[src/rtl/ptr_pkg.sv]
// Shared definitions for the SDH/SONET pointer interpreter.
// Holds the per-channel state encoding, the NDF codes, the largest legal
// pointer value for each container type, and the classifier result struct.
package ptr_pkg;

  typedef enum logic [1:0] {
    ST_NORM = 2'b00,
    ST_AIS  = 2'b01,
    ST_LOP  = 2'b10
  } ptr_st_t;

  localparam logic [3:0] NDF_NORM = 4'b0110;
  localparam logic [3:0] NDF_EN   = 4'b1001;

  localparam int MAXOFF_AU   = 782;  // AU-4 / AU-3
  localparam int MAXOFF_TU3  = 764;
  localparam int MAXOFF_TU12 = 139;
  localparam int MAXOFF_TU11 = 103;

  // I bits sit on the odd offset positions, D bits on the even ones.
  localparam logic [9:0] I_MASK = 10'h2AA;
  localparam logic [9:0] D_MASK = 10'h155;

  // One frame's classification. The classes are mutually exclusive except
  // vptr, which marks any in-range pointer with a normal NDF regardless of
  // how it compares to the active offset.
  typedef struct packed {
    logic ndf_en;
    logic ais;
    logic inc;
    logic dec;
    logic newp;
    logic inv;
    logic vptr;
  } ptr_cls_t;

  function automatic logic ham_le1(input logic [3:0] a, input logic [3:0] b);
    return $countones(a ^ b) <= 1;
  endfunction

endpackage

[src/rtl/ptr_cls.sv]
// Combinational pointer classifier.
// Decodes one H1/H2 pair against the channel's active offset and cnt3
// lockout and reports which class the frame falls into.
//   h1, h2      : pointer bytes
//   act_offset  : channel's current active offset
//   cnt3        : channel's post-adjustment lockout counter
//   offset      : decoded 10-bit pointer value
//   cls         : class flags (see ptr_cls_t)
module ptr_cls
  import ptr_pkg::*;
#(
  parameter int MAXOFFSET = 782
) (
  input  logic [7:0] h1,
  input  logic [7:0] h2,
  input  logic [9:0] act_offset,
  input  logic [1:0] cnt3,
  output logic [9:0] offset,
  output ptr_cls_t   cls
);

  logic [3:0] ndf;
  logic       ndf_nrm, in_rng, norm, vote_inc, vote_dec;
  logic [9:0] flip;
  logic [2:0] i_cnt, d_cnt;

  always_comb begin
    ndf      = h1[7:4];
    offset   = {h1[1:0], h2};
    ndf_nrm  = ham_le1(ndf, NDF_NORM);
    in_rng   = offset <= 10'(MAXOFFSET);
    flip     = offset ^ act_offset;
    i_cnt    = 3'($countones(flip & I_MASK));
    d_cnt    = 3'($countones(flip & D_MASK));
    // Majority vote; range is deliberately not checked since an inverted
    // field need not be a legal pointer.
    vote_inc = ndf_nrm && (i_cnt >= 3'd3) && (d_cnt <= 3'd2);
    vote_dec = ndf_nrm && (d_cnt >= 3'd3) && (i_cnt <= 3'd2);
    norm     = ndf_nrm && in_rng && (flip == 10'd0);

    cls        = '0;
    cls.ais    = ({h1, h2} == 16'hFFFF);
    cls.ndf_en = ham_le1(ndf, NDF_EN) && in_rng;
    cls.vptr   = ndf_nrm && in_rng;
    cls.inc    = vote_inc && (cnt3 == 2'd0);
    cls.dec    = vote_dec && (cnt3 == 2'd0);
    // A vote blocked by cnt3 is neither an adjustment nor a new pointer.
    cls.newp   = ndf_nrm && in_rng && (flip != 10'd0) && !vote_inc && !vote_dec;
    cls.inv    = !(norm || cls.ndf_en || cls.ais || cls.inc || cls.dec || cls.newp);
  end

endmodule

[src/rtl/ptrint_mc.sv]
// Multi-channel (time-multiplexed) AU/TU pointer interpreter.
// Each ptr_vld strobe does a full read-modify-write of the strobed channel's
// state and produces a registered result one cycle later.
//   clk19, rst        : clock, synchronous active-high reset
//   h1, h2, ch        : pointer bytes and their channel, qualified by ptr_vld
//   ptr_out, out_ch   : active offset and channel of the latest result
//   out_vld           : result strobe; inc/dec/ndf_evt are qualified by it
//   lop, ais          : per-channel loss-of-pointer / AIS state
module ptrint_mc
  import ptr_pkg::*;
#(
  parameter int NCH       = 1,
  parameter int CHW       = 1,
  parameter int MAXOFFSET = 782,
  parameter int NLOP      = 8,
  parameter int NNDF      = 8
) (
  input  logic           clk19,
  input  logic           rst,
  input  logic [7:0]     h1,
  input  logic [7:0]     h2,
  input  logic [CHW-1:0] ch,
  input  logic           ptr_vld,
  output logic [9:0]     ptr_out,
  output logic [CHW-1:0] out_ch,
  output logic           out_vld,
  output logic           inc,
  output logic           dec,
  output logic           ndf_evt,
  output logic [NCH-1:0] lop,
  output logic [NCH-1:0] ais
);

  // Arrays span the full ch range so every index is in bounds; slots at or
  // above NCH are never written and stay at their reset constants.
  localparam int         NSLOT = 2 ** CHW;
  localparam int         IW    = $clog2(NLOP + 1);
  localparam int         NW    = $clog2(NNDF + 1);
  localparam logic [9:0] MAXO  = 10'(MAXOFFSET);

  ptr_st_t       st_q     [NSLOT];
  logic [9:0]    act_q    [NSLOT];
  logic [9:0]    cand_q   [NSLOT];
  logic [1:0]    cntnew_q [NSLOT];
  logic [1:0]    cntais_q [NSLOT];
  logic [1:0]    cnt3_q   [NSLOT];
  logic [IW-1:0] cntinv_q [NSLOT];
  logic [NW-1:0] cntndf_q [NSLOT];

  ptr_st_t       st_c, st_d;
  logic [9:0]    act_c, act_d, cand_c, cand_d, offset;
  logic [1:0]    cntnew_c, cntnew_d, cntais_c, cntais_d, cnt3_c, cnt3_d;
  logic [IW-1:0] cntinv_c, cntinv_d;
  logic [NW-1:0] cntndf_c, cntndf_d;
  logic          inc_d, dec_d, ndf_d, trk, ch_ok;
  ptr_cls_t      cls;

  assign ch_ok = ({1'b0, ch} < (CHW + 1)'(NCH));

  always_comb begin
    st_c     = st_q[ch];
    act_c    = act_q[ch];
    cand_c   = cand_q[ch];
    cntnew_c = cntnew_q[ch];
    cntais_c = cntais_q[ch];
    cnt3_c   = cnt3_q[ch];
    cntinv_c = cntinv_q[ch];
    cntndf_c = cntndf_q[ch];
  end

  ptr_cls #(.MAXOFFSET(MAXOFFSET)) u_cls (
    .h1         (h1),
    .h2         (h2),
    .act_offset (act_c),
    .cnt3       (cnt3_c),
    .offset     (offset),
    .cls        (cls)
  );

  always_comb begin
    st_d     = st_c;
    act_d    = act_c;
    cand_d   = cand_c;
    cntnew_d = 2'd0;
    cntais_d = 2'd0;
    cntinv_d = '0;
    cntndf_d = '0;
    inc_d    = 1'b0;
    dec_d    = 1'b0;
    ndf_d    = 1'b0;
    // Lockout runs 1,2,3 then idles at 0.
    cnt3_d   = (cnt3_c == 2'd0) ? 2'd0 : cnt3_c + 2'd1;

    // Consecutive counts: a frame of any other class leaves them at 0.
    if (cls.ais)
      cntais_d = (cntais_c == 2'd3) ? cntais_c : cntais_c + 2'd1;
    if (cls.inv)
      cntinv_d = (cntinv_c >= IW'(NLOP)) ? cntinv_c : cntinv_c + IW'(1);
    if (cls.ndf_en)
      cntndf_d = (cntndf_c >= NW'(NNDF)) ? cntndf_c : cntndf_c + NW'(1);

    // In NORM only genuine new pointers build a candidate; outside NORM any
    // valid pointer does, since the stale act_offset must not steer it.
    trk = (st_c == ST_NORM) ? cls.newp : cls.vptr;
    if (trk) begin
      cand_d   = offset;
      cntnew_d = ((cntnew_c != 2'd0) && (cand_c == offset)) ? cntnew_c + 2'd1 : 2'd1;
    end

    unique case (st_c)
      ST_NORM: begin
        if (cls.ndf_en) begin
          if (cntndf_d >= NW'(NNDF)) st_d = ST_LOP;
          else begin
            act_d  = offset;
            cnt3_d = 2'd1;
            ndf_d  = 1'b1;
          end
        end else if (cls.inc) begin
          act_d  = (act_c == MAXO) ? 10'd0 : act_c + 10'd1;
          cnt3_d = 2'd1;
          inc_d  = 1'b1;
        end else if (cls.dec) begin
          act_d  = (act_c == 10'd0) ? MAXO : act_c - 10'd1;
          cnt3_d = 2'd1;
          dec_d  = 1'b1;
        end else if (cls.newp && (cntnew_d == 2'd3)) begin
          act_d    = offset;
          cntnew_d = 2'd0;
        end else if (cls.ais && (cntais_d == 2'd3)) begin
          st_d = ST_AIS;
        end else if (cls.inv && (cntinv_d >= IW'(NLOP))) begin
          st_d = ST_LOP;
        end
      end
      ST_AIS: begin
        if (cls.ndf_en) begin
          st_d  = ST_NORM;
          act_d = offset;
          ndf_d = 1'b1;
        end else if (cls.vptr && (cntnew_d == 2'd3)) begin
          st_d  = ST_NORM;
          act_d = offset;
        end else if (cls.inv && (cntinv_d >= IW'(NLOP))) begin
          st_d = ST_LOP;
        end
      end
      default: begin
        if (cls.vptr && (cntnew_d == 2'd3)) begin
          st_d  = ST_NORM;
          act_d = offset;
        end else if (cls.ais && (cntais_d == 2'd3)) begin
          st_d = ST_AIS;
        end
      end
    endcase

    // Every state is entered with fresh counts.
    if (st_d != st_c) begin
      cntnew_d = 2'd0;
      cntais_d = 2'd0;
      cntinv_d = '0;
      cntndf_d = '0;
    end
  end

  always_ff @(posedge clk19) begin
    if (rst) begin
      for (int i = 0; i < NSLOT; i++) begin
        st_q[i]     <= ST_LOP;
        act_q[i]    <= '0;
        cand_q[i]   <= '0;
        cntnew_q[i] <= '0;
        cntais_q[i] <= '0;
        cnt3_q[i]   <= '0;
        cntinv_q[i] <= '0;
        cntndf_q[i] <= '0;
      end
      ptr_out <= '0;
      out_ch  <= '0;
      out_vld <= 1'b0;
      inc     <= 1'b0;
      dec     <= 1'b0;
      ndf_evt <= 1'b0;
    end else begin
      out_vld <= 1'b0;
      inc     <= 1'b0;
      dec     <= 1'b0;
      ndf_evt <= 1'b0;
      if (ptr_vld && ch_ok) begin
        st_q[ch]     <= st_d;
        act_q[ch]    <= act_d;
        cand_q[ch]   <= cand_d;
        cntnew_q[ch] <= cntnew_d;
        cntais_q[ch] <= cntais_d;
        cnt3_q[ch]   <= cnt3_d;
        cntinv_q[ch] <= cntinv_d;
        cntndf_q[ch] <= cntndf_d;
        ptr_out      <= act_d;
        out_ch       <= ch;
        out_vld      <= 1'b1;
        inc          <= inc_d;
        dec          <= dec_d;
        ndf_evt      <= ndf_d;
      end
    end
  end

  for (genvar g = 0; g < NCH; g++) begin : g_flag
    assign lop[g] = (st_q[g] == ST_LOP);
    assign ais[g] = (st_q[g] == ST_AIS);
  end

endmodule
[config.mk]
export PLATFORM = sky130hd
export DESIGN_NAME = ptrint_mc
export DESIGN_NICKNAME = d
export VERILOG_FILES = /design/src/rtl/ptr_pkg.sv /design/src/rtl/ptr_cls.sv /design/src/rtl/ptrint_mc.sv
export SDC_FILE = /design/constraint.sdc
export NUM_CORES = 1
export LEC_CHECK = 0
export CAP_MARGIN = 10
export CORE_MARGIN = 4
export CORE_UTILIZATION = 60
export DETAILED_ROUTE_END_ITERATION = 10
export GPL_TIMING_DRIVEN = 0
export PLACE_DENSITY = 0.81
export SLEW_MARGIN = 20
export SYNTH_ARGS = -nofsm -noshare
export SYNTH_HDL_FRONTEND = slang
export SYNTH_HIERARCHICAL = 1
export SYNTH_SLANG_ARGS = --single-unit
[constraint.sdc]
create_clock -name clk19 -period 7.5 [get_ports clk19]
set_input_delay 0.75 -clock clk19 [delete_from_list [all_inputs] [get_ports clk19]]
set_output_delay 0.75 -clock clk19 [all_outputs]
set_load 0.02 [all_outputs]
==> results.sh <==
export IMPL_critPathRequiredTime_ns=7.67
export IMPL_drt_initial_drc_count=612
export IMPL_hold_viol=0
export IMPL_grt_pass1_wl_um=29510
export IMPL_syn_avg_cell_area_sq_um=10.10
export IMPL_outcome="completed"
export IMPL_path_class="in2reg"
export IMPL_ys_ff_latch=87
export IMPL_yosysSeqAreaShare_pct=41.96
export IMPL_port_buffers=35
export IMPL_antenna_cells=0
export IMPL_syn_area_sq_mm=0.005868
export IMPL_vdd_drop_max_uv=142.3
export IMPL_yosys_warnings=6
export IMPL_cts_resized=0
export IMPL_slew_headroom_pct=31.71
export IMPL_avgRoutedWirePerCell_um=23.35
export IMPL_vias=5207
export IMPL_power_density_mw_per_mm2=191.9
export IMPL_whs_ns=0.4618
export IMPL_path_clk_slew_ns=0.11
export IMPL_insertion_delay_ns=0.38
export IMPL_io_pins=37
export IMPL_synthTopCellsByArea="edfxtp_1 37%, dfxtp_1 5.1%, mux2i_1 5.1%, xnor2_1 3.9%, ha_1 3.6%"
export IMPL_cts_sinks=87
export IMPL_overflow=0
export IMPL_cts_tree="built"
export IMPL_worstSetupEndpoint="act_q[0][3]"
export IMPL_use_met3_pct=7.225
export IMPL_place_gp_congestion=0.9834
export IMPL_root_buffer="clkbuf_8"
export IMPL_finalPower_mw=1.291
export IMPL_drc_errors=0
export IMPL_r2r_slack_ns=1.96
export IMPL_cts_buffers=9
export IMPL_dieHeight_um=106.9
export IMPL_grt_max_degree=37
export IMPL_arrival_ns=6.47
export IMPL_track_usage_pct=33.98
export IMPL_synthTopCellsByCount="72 x edfxtp_1, 46 x nor2_1, 35 x inv_1"
export IMPL_postLayoutCellArea_sq_mm=0.006729
export IMPL_antenna_found_initial=0
export IMPL_dp_cells=780
export IMPL_grt_pass1_vias=5277
export IMPL_setup_slack_ns=1.200
export IMPL_die_area_sq_mm=0.01143
export IMPL_leakage_nw=2.615
export IMPL_stdcell_count=796
export IMPL_drv_slew=0
export IMPL_ys_async_sr_fraction_pct=0
export IMPL_gr_usage_met1_pct=48.04
export IMPL_drv_cap=0
export IMPL_fmax_mhz=158.7
export IMPL_die_w_um=106.9
export IMPL_row_count=35
export IMPL_cp_max_fo=10
export IMPL_place_ws_ns=0.9778
export IMPL_dpl_instance_area_sq_mm=0.006541
export IMPL_timing_rr_start="act_q[1][4]"
export IMPL_min_path_cells=1
export IMPL_r2r_worst_path_cells=15
export IMPL_antenna_left=0
export IMPL_drive_gt1_share_pct=10.34
export IMPL_fin_crit_sh_pct=83.99
export IMPL_clockBufferDepth=2
export IMPL_finalNetCount=705
export IMPL_cts_setup_buffers=0
export IMPL_h_tree_depth=3
export IMPL_synth_edf_count=72
export IMPL_finish_utilization_pct=71.80
export IMPL_synthFlopType="edfxtp_1"
export IMPL_top_usage_layer="met2"
export IMPL_yosysUniqueCellTypes=81
export IMPL_met2_usage_pct=50.22
export IMPL_worstMarginPinSlew_ns=0.9958
export IMPL_period_needed_ns=6.300
export IMPL_wl_um=18580
export IMPL_critPathLaunch="ch"
export IMPL_synth_most_common_cell="edfxtp_1"
export IMPL_areaGrowthSynthToFinish_pct=14.67
export IMPL_fin_skew_ns=0.01775
export IMPL_rsz0062_at_grt="false"
export IMPL_synthCells=581
export IMPL_hold_class="reg2reg"
export IMPL_setup_viol=0
export IMPL_synth_top_area_share_pct=36.84
export IMPL_setup_tns_final_ns=0
export IMPL_firstDrtPassIters=6
export IMPL_r2r_end="act_q[0][3]"
export IMPL_start_util_pct=62.62
export IMPL_via_per_inst=6.541
export IMPL_start_kind="input port"
export IMPL_core_sq_mm=0.009371
export IMPL_ctsHoldBuffers=0
export IMPL_detailed_place_hpwl_um=13900
export IMPL_end_kind="flop"
export IMPL_yosysTopAreaCell="edfxtp_1"
[metal layers]
metal  vias to the layer above  share of wire (%)  wire, um
li1                       2307                  -         -
met1                      2489                 42      7822
met2                       331                 43      8071
met3                        80                9.8      1817
met4                         0                4.7       872
met5                         -                  0         0
[cells in the final DEF, fill, tap and decap left out, drive strengths merged, types with 23 or more instances in the layout]
| master | netlist | layout |
|---|---|---|
| edfxtp | 72 | 72 |
| a21oi | 30 | 30 |
| clkbuf | 15 | 24 |
| nor3 | 27 | 27 |
| o21ai | 23 | 23 |
| nand2 | 28 | 28 |
| inv | 35 | 39 |
| xnor2 | 26 | 26 |
| clkdlybuf4s50 | 0 | 35 |
| mux2i | 31 | 31 |
| nor2 | 46 | 46 |
| conb | 2 | 36 |
[worst max-delay path, cell delays in order]
cell and delay, ns:
buf_6 0.12, buf_2 0.28, buf_2 0.36, buf_2 0.38
mux2_2 0.46, xnor2_1 0.39, fa_1 0.49, inv_1 0.09
fa_1 0.20, inv_1 0.06, ha_1 0.29, nor3b_1 0.20
o221ai_1 0.19, nor3_1 0.54, clkbuf_1 0.57, nand2_1 0.33
nor3_1 0.26, a2111oi_2 0.08, o32ai_1 0.40
[cell type report]
class	count	area (sq um)
Multi-Input combinational cell	457	3211
Fill cell	735	2643
Sequential cell	87	2462
Buffer	36	197.7
Timing Repair Buffer	36	377.9
Tap cell	129	161.4
Clock inverter	7	63.81
Inverter	35	131.4
Clock buffer	9	123.9
[where the power goes]
part	switching, mW	internal [mW]
Clock	0.206	0.128
Combinational	0.240	0.138
Sequential	0.0201	0.559
Total	0.466	0.825
[sequential cells by signal (all words and copies together), names as in the netlist, 8 cells and up]
register and count:
act_q 20, cntinv_q 8, cntndf_q 8, ptr_out 10, cand_q 20
[worst min-delay path by stage]
| stage | start | endpoint | slack [ns] |
|---|---|---|---|
| 2_1_floorplan | ptr_out[2] | ptr_out[2] | 0.54 |
| 3_3_place_gp | ptr_out[4] | ptr_out[4] | 0.43 |
| 3_5_place_dp | out_ch | out_ch | 0.45 |
| 4_1_cts | ptr_out[3] | ptr_out[3] | 0.47 |
| 5_1_grt | out_ch | out_ch | 0.49 |
| 6_report | ptr_out[3] | ptr_out[3] | 0.46 |
[cell families after synthesis]
kind of cell    synth area share [%]
simple gates                   17.25
xor+xnor                       4.627
other cells                   0.1280
fa+ha+maj                      5.672
compound gates                 16.74
buf+inv                        5.586
flops                          41.96
mux                            8.038
No activity file was read; power rests on OpenSTA's default activity.
